[src/rtl/controlador_de_jogo.sv]
// controlador_de_jogo: debounces start/confirm buttons, sequences the attack manager, counts shots and decides win/loss
module controlador_de_jogo #(
  parameter int DEBOUNCE_CYCLES = 4,
  parameter int PULSE_CYCLES = 2,
  parameter int MAX_ERROS = 3
) (
  input  logic       clock,
  input  logic       reset,
  input  logic       btn_iniciar,
  input  logic       btn_confirmar,
  input  logic [6:0] mapa0,
  input  logic [6:0] mapa1,
  input  logic [6:0] mapa2,
  input  logic [6:0] mapa3,
  input  logic [6:0] mapa4,
  input  logic [6:0] matriz0,
  input  logic [6:0] matriz1,
  input  logic [6:0] matriz2,
  input  logic [6:0] matriz3,
  input  logic [6:0] matriz4,
  input  logic [2:0] vida,
  output logic       enable_out,
  output logic       confirmar_out,
  output logic [2:0] estado,
  output logic [5:0] jogadas,
  output logic       vitoria,
  output logic       derrota
);
  typedef enum logic [2:0] {
    OCIOSO  = 3'b000,
    ATAQUE  = 3'b001,
    DISPARO = 3'b010,
    AVALIA  = 3'b011,
    VITORIA = 3'b100,
    DERROTA = 3'b101
  } estado_t;
  estado_t state, next_state;
  logic [1:0] raw, s1, s2, acc, acc_d, ev;
  logic [15:0] cnt [2];
  logic [15:0] pulse_cnt;
  logic full_match;
  assign raw = {btn_confirmar, btn_iniciar};
  assign full_match = {matriz4, matriz3, matriz2, matriz1, matriz0} == {mapa4, mapa3, mapa2, mapa1, mapa0};
  assign estado = state;
  assign vitoria = state == VITORIA;
  assign derrota = state == DERROTA;
  // bit 0 = iniciar, bit 1 = confirmar; ev is a registered one-cycle pulse on an accepted rising level
  always_ff @(posedge clock or negedge reset)
    if (!reset) begin
      s1 <= '0;
      s2 <= '0;
      acc <= '0;
      acc_d <= '0;
      ev <= '0;
      cnt[0] <= '0;
      cnt[1] <= '0;
    end else begin
      s1 <= raw;
      s2 <= s1;
      acc_d <= acc;
      ev <= acc & ~acc_d;
      for (int i = 0; i < 2; i++)
        if (s2[i] == acc[i]) cnt[i] <= '0;
        else if (cnt[i] == 16'(DEBOUNCE_CYCLES - 1)) begin
          acc[i] <= s2[i];
          cnt[i] <= '0;
        end else cnt[i] <= cnt[i] + 16'd1;
    end
  always_comb begin
    next_state = OCIOSO;
    case (state)
      OCIOSO:  next_state = ev[0] ? ATAQUE : OCIOSO;
      ATAQUE:  next_state = ev[1] ? DISPARO : ATAQUE;
      DISPARO: next_state = (pulse_cnt == 16'(PULSE_CYCLES - 1)) ? AVALIA : DISPARO;
      AVALIA:  next_state = full_match ? VITORIA : (vida >= 3'(MAX_ERROS)) ? DERROTA : ATAQUE;
      VITORIA: next_state = ev[0] ? OCIOSO : VITORIA;
      DERROTA: next_state = ev[0] ? OCIOSO : DERROTA;
      default: next_state = OCIOSO;
    endcase
  end
  // enable/confirmar are flops decoded from next_state so they never glitch downstream
  always_ff @(posedge clock or negedge reset)
    if (!reset) begin
      state <= OCIOSO;
      pulse_cnt <= '0;
      jogadas <= '0;
      enable_out <= 1'b0;
      confirmar_out <= 1'b0;
    end else begin
      state <= next_state;
      enable_out <= next_state != OCIOSO;
      confirmar_out <= next_state == DISPARO;
      pulse_cnt <= (state == DISPARO) ? pulse_cnt + 16'd1 : '0;
      if (state == OCIOSO && next_state == ATAQUE) jogadas <= '0;
      else if (state == ATAQUE && next_state == DISPARO && jogadas != 6'd63) jogadas <= jogadas + 6'd1;
    end
endmodule

[config.mk]
export PLATFORM = sky130hd
export DESIGN_NAME = controlador_de_jogo
export DESIGN_NICKNAME = d
export VERILOG_FILES = /design/src/rtl/controlador_de_jogo.sv
export SDC_FILE = /design/constraint.sdc
export NUM_CORES = 1
export LEC_CHECK = 0
export ABC_AREA = 1
export ABC_CLOCK_PERIOD_IN_PS = 2000
export CORE_ASPECT_RATIO = 1.25
export CORE_MARGIN = 4
export CORE_UTILIZATION = 40
export CTS_CLUSTER_SIZE = 28
export DETAILED_ROUTE_END_ITERATION = 10
export PLACE_DENSITY = 0.78
export SYNTH_ARGS = -nofsm -noshare
export SYNTH_HDL_FRONTEND = slang
export SYNTH_SLANG_ARGS = --single-unit
export TNS_END_PERCENT = 50
[constraint.sdc]
create_clock -name clock -period 2 [get_ports clock]
set_input_delay 0.2 -clock clock [delete_from_list [all_inputs] [get_ports clock]]
set_output_delay 0.2 -clock clock [all_outputs]
set_load 0.05 [all_outputs]
Word level (Yosys, flattened, before mapping)

Index checks and enable logic that the tools add are counted.

$add $sub $neg: 4
Order comparisons: 1
Eq/ne operators: 14
Mux-type cells: 15
Bitwise operators: 4
Reduce and logical (&&, ||, !) cells: 8

Operator list:

| kind                                                               | count |
|---|---|
| two-way mux 16 bit                                                 | 5 |
| adder 16 x 1 -> 16 bit (second input constant)                     | 3 |
| == test 35 bit                                                     | 1 |
| == test 16 x 2 -> 1 bit (second input constant)                    | 2 |
| case mux 3 bit (6 select lines)                                    | 1 |
| == test 16 x 1 -> 1 bit (second input constant)                    | 1 |
| two-way mux 3 bit                                                  | 4 |
| two-way mux 6 bit                                                  | 2 |
| == test 3 x 2 -> 1 bit (second input constant)                     | 3 |
| adder 6 x 1 -> 6 bit (second input constant)                       | 1 |
| == test 3 x 1 -> 1 bit (second input constant)                     | 2 |
| == test 3 bit (second input constant)                              | 2 |
| != test 6 bit (second input constant)                              | 1 |
| AND reduction 2 bit                                                | 2 |
| greater-or-equal comparator 3 x 2 -> 1 bit (second input constant) | 1 |
| logical AND 1 bit                                                  | 3 |
| zero test 3 bit                                                    | 1 |
| nonzero test 3 bit                                                 | 1 |
| AND 2 bit                                                          | 1 |
| == test 1 bit                                                      | 2 |
| two-way mux 1 bit                                                  | 2 |
| two-way mux 2 bit                                                  | 1 |
| inverter 1 bit                                                     | 2 |
| inverter 2 bit                                                     | 1 |
| nonzero test 2 bit                                                 | 1 |

Bits in registers: 69
Input bits: 77
Output and inout port bits: 13
Word-level logic and storage cells: 59

Longest topological paths before layout

Word-level depth: 9
Gate-level depth with buffers: 12
Mapped depth without buffers: 12

Worst setup path after synthesis

No wires, ideal clock.

Path kind: reg2reg
From: register state[0], in the netlist estado[0]
To: register confirmar_out
Setup time: 120 ps
Arrival time: 2432 ps
Data required time: 1880 ps
Path slack: -552 ps
Stages on the path, launching flop included: 8
Path buffers: 0
Clock period less this slack: 2552 ps
Cell sequence: dfrtp_1 inv_1 nor3_1 inv_1 o221ai_1 nor2_1 nand2_1 nor2_1

Longest elaborated chain between the ends: 3
Elaborated cells between the ends (all ways): 8
Classes of those cells: 6 x eq/ne; 1 x mux; 1 x reduce/logical

Ends and longest elaborated chain:

| element                         | line | text |
|---|---|---|
| from (decl)                     | 37   | `estado_t state, next_state;` |
| from (signal assigned)          | 90   | `state <= next_state;` |
| == test 3 bit                   | n/a  |  |
| named net derrota               | 27   | `output logic derrota` |
| case mux 3 bit (6 select lines) | 71   | `case (state)` |
| named net next_state[0]         | 37   |  |
| == test 3 x 2 -> 1 bit          | 92   | `confirmar_out <= next_state == DISPARO;` |
| to (signal assigned)            | 88   | `confirmar_out <= 1'b0;` |
| to (signal assigned)            | 92   |  |
| to (decl)                       | 23   | `output logic confirmar_out,` |

The timed path passes the listed nets, and every way through them passes these cells.
A chain may end at the register's enable or synchronous reset.

Worst setup path after layout

From: register state[1], in the netlist estado[1]
To: output port estado[1]

RTL lines:

| element   | line | text |
|---|---|---|
| to (decl) | 24   | `output logic [2:0] estado,` |

No word-level cell between the ends.

==> flow_metrics.env <==
export IMPL_cts_max_level=3
export IMPL_die_h_um=119
export IMPL_cp_start_kind="flop"
export IMPL_maxCapViolCount=0
export IMPL_finalSetupTns_ns=0
export IMPL_ys_ff_latch=69
export IMPL_synth_area_um2=3930
export IMPL_critPathCaptureType="output pin"
export IMPL_cts_resized=0
export IMPL_first_pass_iters=4
export IMPL_ys_warn_count=0
export IMPL_die_area_um2=11500
export IMPL_tightest_slew_ns=0.555
export IMPL_syn2layout_area_growth_pct=35.2
export IMPL_grt_max_degree=70
export IMPL_grt_ovfl_total=0
export IMPL_nets=698
export IMPL_grtUsageMet1_pct=20.1
export IMPL_relSlewSlack_pct=62.9
export IMPL_cts_root_buf="clkbuf_16"
export IMPL_final_util_pct=55.4
export IMPL_gp_congestion=0.919
export IMPL_grt_use_total_pct=17.3
export IMPL_period_needed_ns=1.91
export IMPL_wirelength_mm=9.51
export IMPL_synth_area_top_cells="dfrtp_1 (44%), nand2_1 (11%), inv_1 (7.6%), nor2_1 (7.0%), xnor2_1 (4.7%)"
export IMPL_layout_commonest_cell="nand2_1"
export IMPL_fin_skew_ns=0.00585
export IMPL_nFillCells=877
export IMPL_synthFlopType="dfrtp_1"
export IMPL_fmax_mhz=524
export IMPL_max_stage_delay_ns=0.88
export IMPL_synth_seq_area_share_pct=43.9
export IMPL_status="finished, final reports clean"
export IMPL_rsz0062_at_grt="false"
export IMPL_drtIter0Drc=170
export IMPL_grt_first_pass_wirelength_mm=16.5
export IMPL_synth_nets=596
export IMPL_die_w_um=96.7
export IMPL_setup_violations=0
export IMPL_slew_viol_final=0
export IMPL_min_period_over_period_pct=95.5
export IMPL_rr_endpoint="cnt[27]"
export IMPL_clk_pin_slew_worst_paths_ns=0.06
export IMPL_min_delay_start="btn_confirmar"
export IMPL_drive_above_1_share_pct=6.60
export IMPL_cts_tree="built"
export IMPL_peakVddDrop_mv=0.638
export IMPL_final_cell_mix="nand2_1 (112), clkdlybuf4s50_1 (86), inv_1 (80), nor2_1 (73), dfrtp_1 (69)"
export IMPL_worstPathMaxFanout=5
export IMPL_ff2ff_path_depth=7
export IMPL_core_um2=9610
export IMPL_numCtsBuffers=9
export IMPL_worst_path_buf_inv=1
export IMPL_antenna_found_initial=0
export IMPL_synth_top_area_share_pct=43.9
export IMPL_drt_vias_per_instance=4.92
export IMPL_grtUsageMet2_pct=30.7
export IMPL_cts_setup_buffers=0
export IMPL_start_util_pct=40.9
export IMPL_clk_latency_ns=0.33
export IMPL_hold_class="in -> reg"
export IMPL_port_buffers=89
export IMPL_holdPathEnd="s1[1]"
export IMPL_yosysUniqueCellTypes=29
export IMPL_p_leak_nw=2.31
export IMPL_grt_busiest_layer="met2"
export IMPL_hpwl_mm=7.39
export IMPL_worstPathArrival_ns=1.71
export IMPL_rrSetupSlack_ns=0.21
export IMPL_n_antenna_cell=0
export IMPL_ys_async_sr_fraction_pct=100
export IMPL_synth_largest_area_cell="dfrtp_1"
export IMPL_drc=0
export IMPL_syn_inst=514
export IMPL_pwr_density_cell_nw_per_um2=876
export IMPL_avgSynthCellArea_um2=7.65
export IMPL_grtUsageMet3_pct=4.28
export IMPL_ant_nets=0
export IMPL_path_cells="clkdlybuf4s50_1"
export IMPL_critPathKind="reg -> out"
export IMPL_wl_per_cell_um=12.7
export IMPL_rows=40
export IMPL_vias=3677
export IMPL_grt_pass1_vias=3637
export IMPL_cp_slowest_cell="clkdlybuf4s50_1"
export IMPL_hold_depth=1
export IMPL_cts_sinks=69
export IMPL_crit_required_ns=1.80
export IMPL_io_pins=90
export IMPL_synth_edf_count=0
export IMPL_clk_path_buf_depth=2
export IMPL_path_delay_family="buffers and inverters"
export IMPL_r2r_start="cnt[18]"
export IMPL_hold_viol_final=0
-- sequential cells by signal (all words and copies together) (netlist names) --
signal	cells
cnt	32
pulse_cnt	16
jogadas	6
estado	3
acc	2
acc_d	2
ev	2
s1	2
s2	2
confirmar_out	1
enable_out	1
-- repair_timing --
action / in CTS / in global routing
hold buffers: 1 / 0
endpoints found under the hold margin: 69 / 0
setup endpoints to repair: 0 / 0
-- power by group --
group / leakage (nW) / switching [mW] / internal (mW)
Sequential: 0.930 / 0.160 / 1.58
Combinational: 1.24 / 0.872 / 0.510
Clock: 0.138 / 0.578 / 0.962
-- routing by layer --
| layer | vias up | wire length, um |
|---|---|---|
| met5 | - | 0 |
| met4 | 0 | 188 |
| met1 | 1717 | 3970 |
| met2 | 110 | 4860 |
| met3 | 16 | 494 |
| li1 | 1834 | - |
-- worst max-delay path by stage --
stage | to | depth (start not counted) | from | slack, ns
4_1_cts | estado[1] | 1 | estado[1] | 0.09
6_report | estado[1] | 1 | estado[1] | 0.09
2_1_floorplan | confirmar_out | 7 | estado[0] | 0.07
5_1_grt | pulse_cnt[12] | 10 | pulse_cnt[0] | 0.03
3_3_place_gp | enable_out | 11 | mapa2[0] | 0.32
3_5_place_dp | enable_out | 12 | matriz2[3] | 0.27
-- kinds of logic after synthesis --
| family | Yosys count | synth area share (%) |
|---|---|---|
| AOI/OAI and AO/OA | 35 | 4.93 |
| xor gates and xnor gates | 39 | 8.68 |
| adders and majority gates | 5 | 1.59 |
| buffers and inverters | 82 | 7.86 |
| DFF | 69 | 43.9 |
| and+or+nand+nor | 284 | 33.0 |
-- through the flow --
step                instance area (um2)  power (mW)  hold slack, ns  cells  worst slack [ns]
floorplan                          3960        2.60         -0.0956    514            0.0740
global placement                   5020        3.11           0.244    730             0.316
detailed placement                 5020        3.15           0.249    730             0.270
CTS                                5320        4.72           0.305    747            0.0887
global route                       5320        4.94           0.328    747            0.0344
finish                             5320        4.66           0.313    747            0.0899
-- final cells by class --
cell class / count / area (um2) / share of cell area [%]
Clock buffer: 10 / 229 / 4.30
Clock inverter: 6 / 63.8 / 1.20
Inverter: 81 / 304 / 5.71
Multi-Input combinational cell: 363 / 1920 / 36.1
Sequential cell: 69 / 1730 / 32.5
Tap cell: 126 / 158 / 2.96
Timing Repair Buffer: 92 / 918 / 17.3
-- synth_stat cells, types with 2 or more instances --
master / n
nand2_1: 112
inv_1: 80
nor2_1: 73
dfrtp_1: 69
nor3_1: 28
nand3_1: 26
xnor2_1: 21
xor2_1: 18
a21oi_1: 15
nor4_1: 11
o21ai_0: 11
nor3b_1: 10
nor2_2: 7
nand4_1: 6
ha_1: 5
nor3_2: 4
nand3_2: 3
nor2_4: 2
o21bai_1: 2
o22ai_1: 2
(Power assumes the default switching activity.)
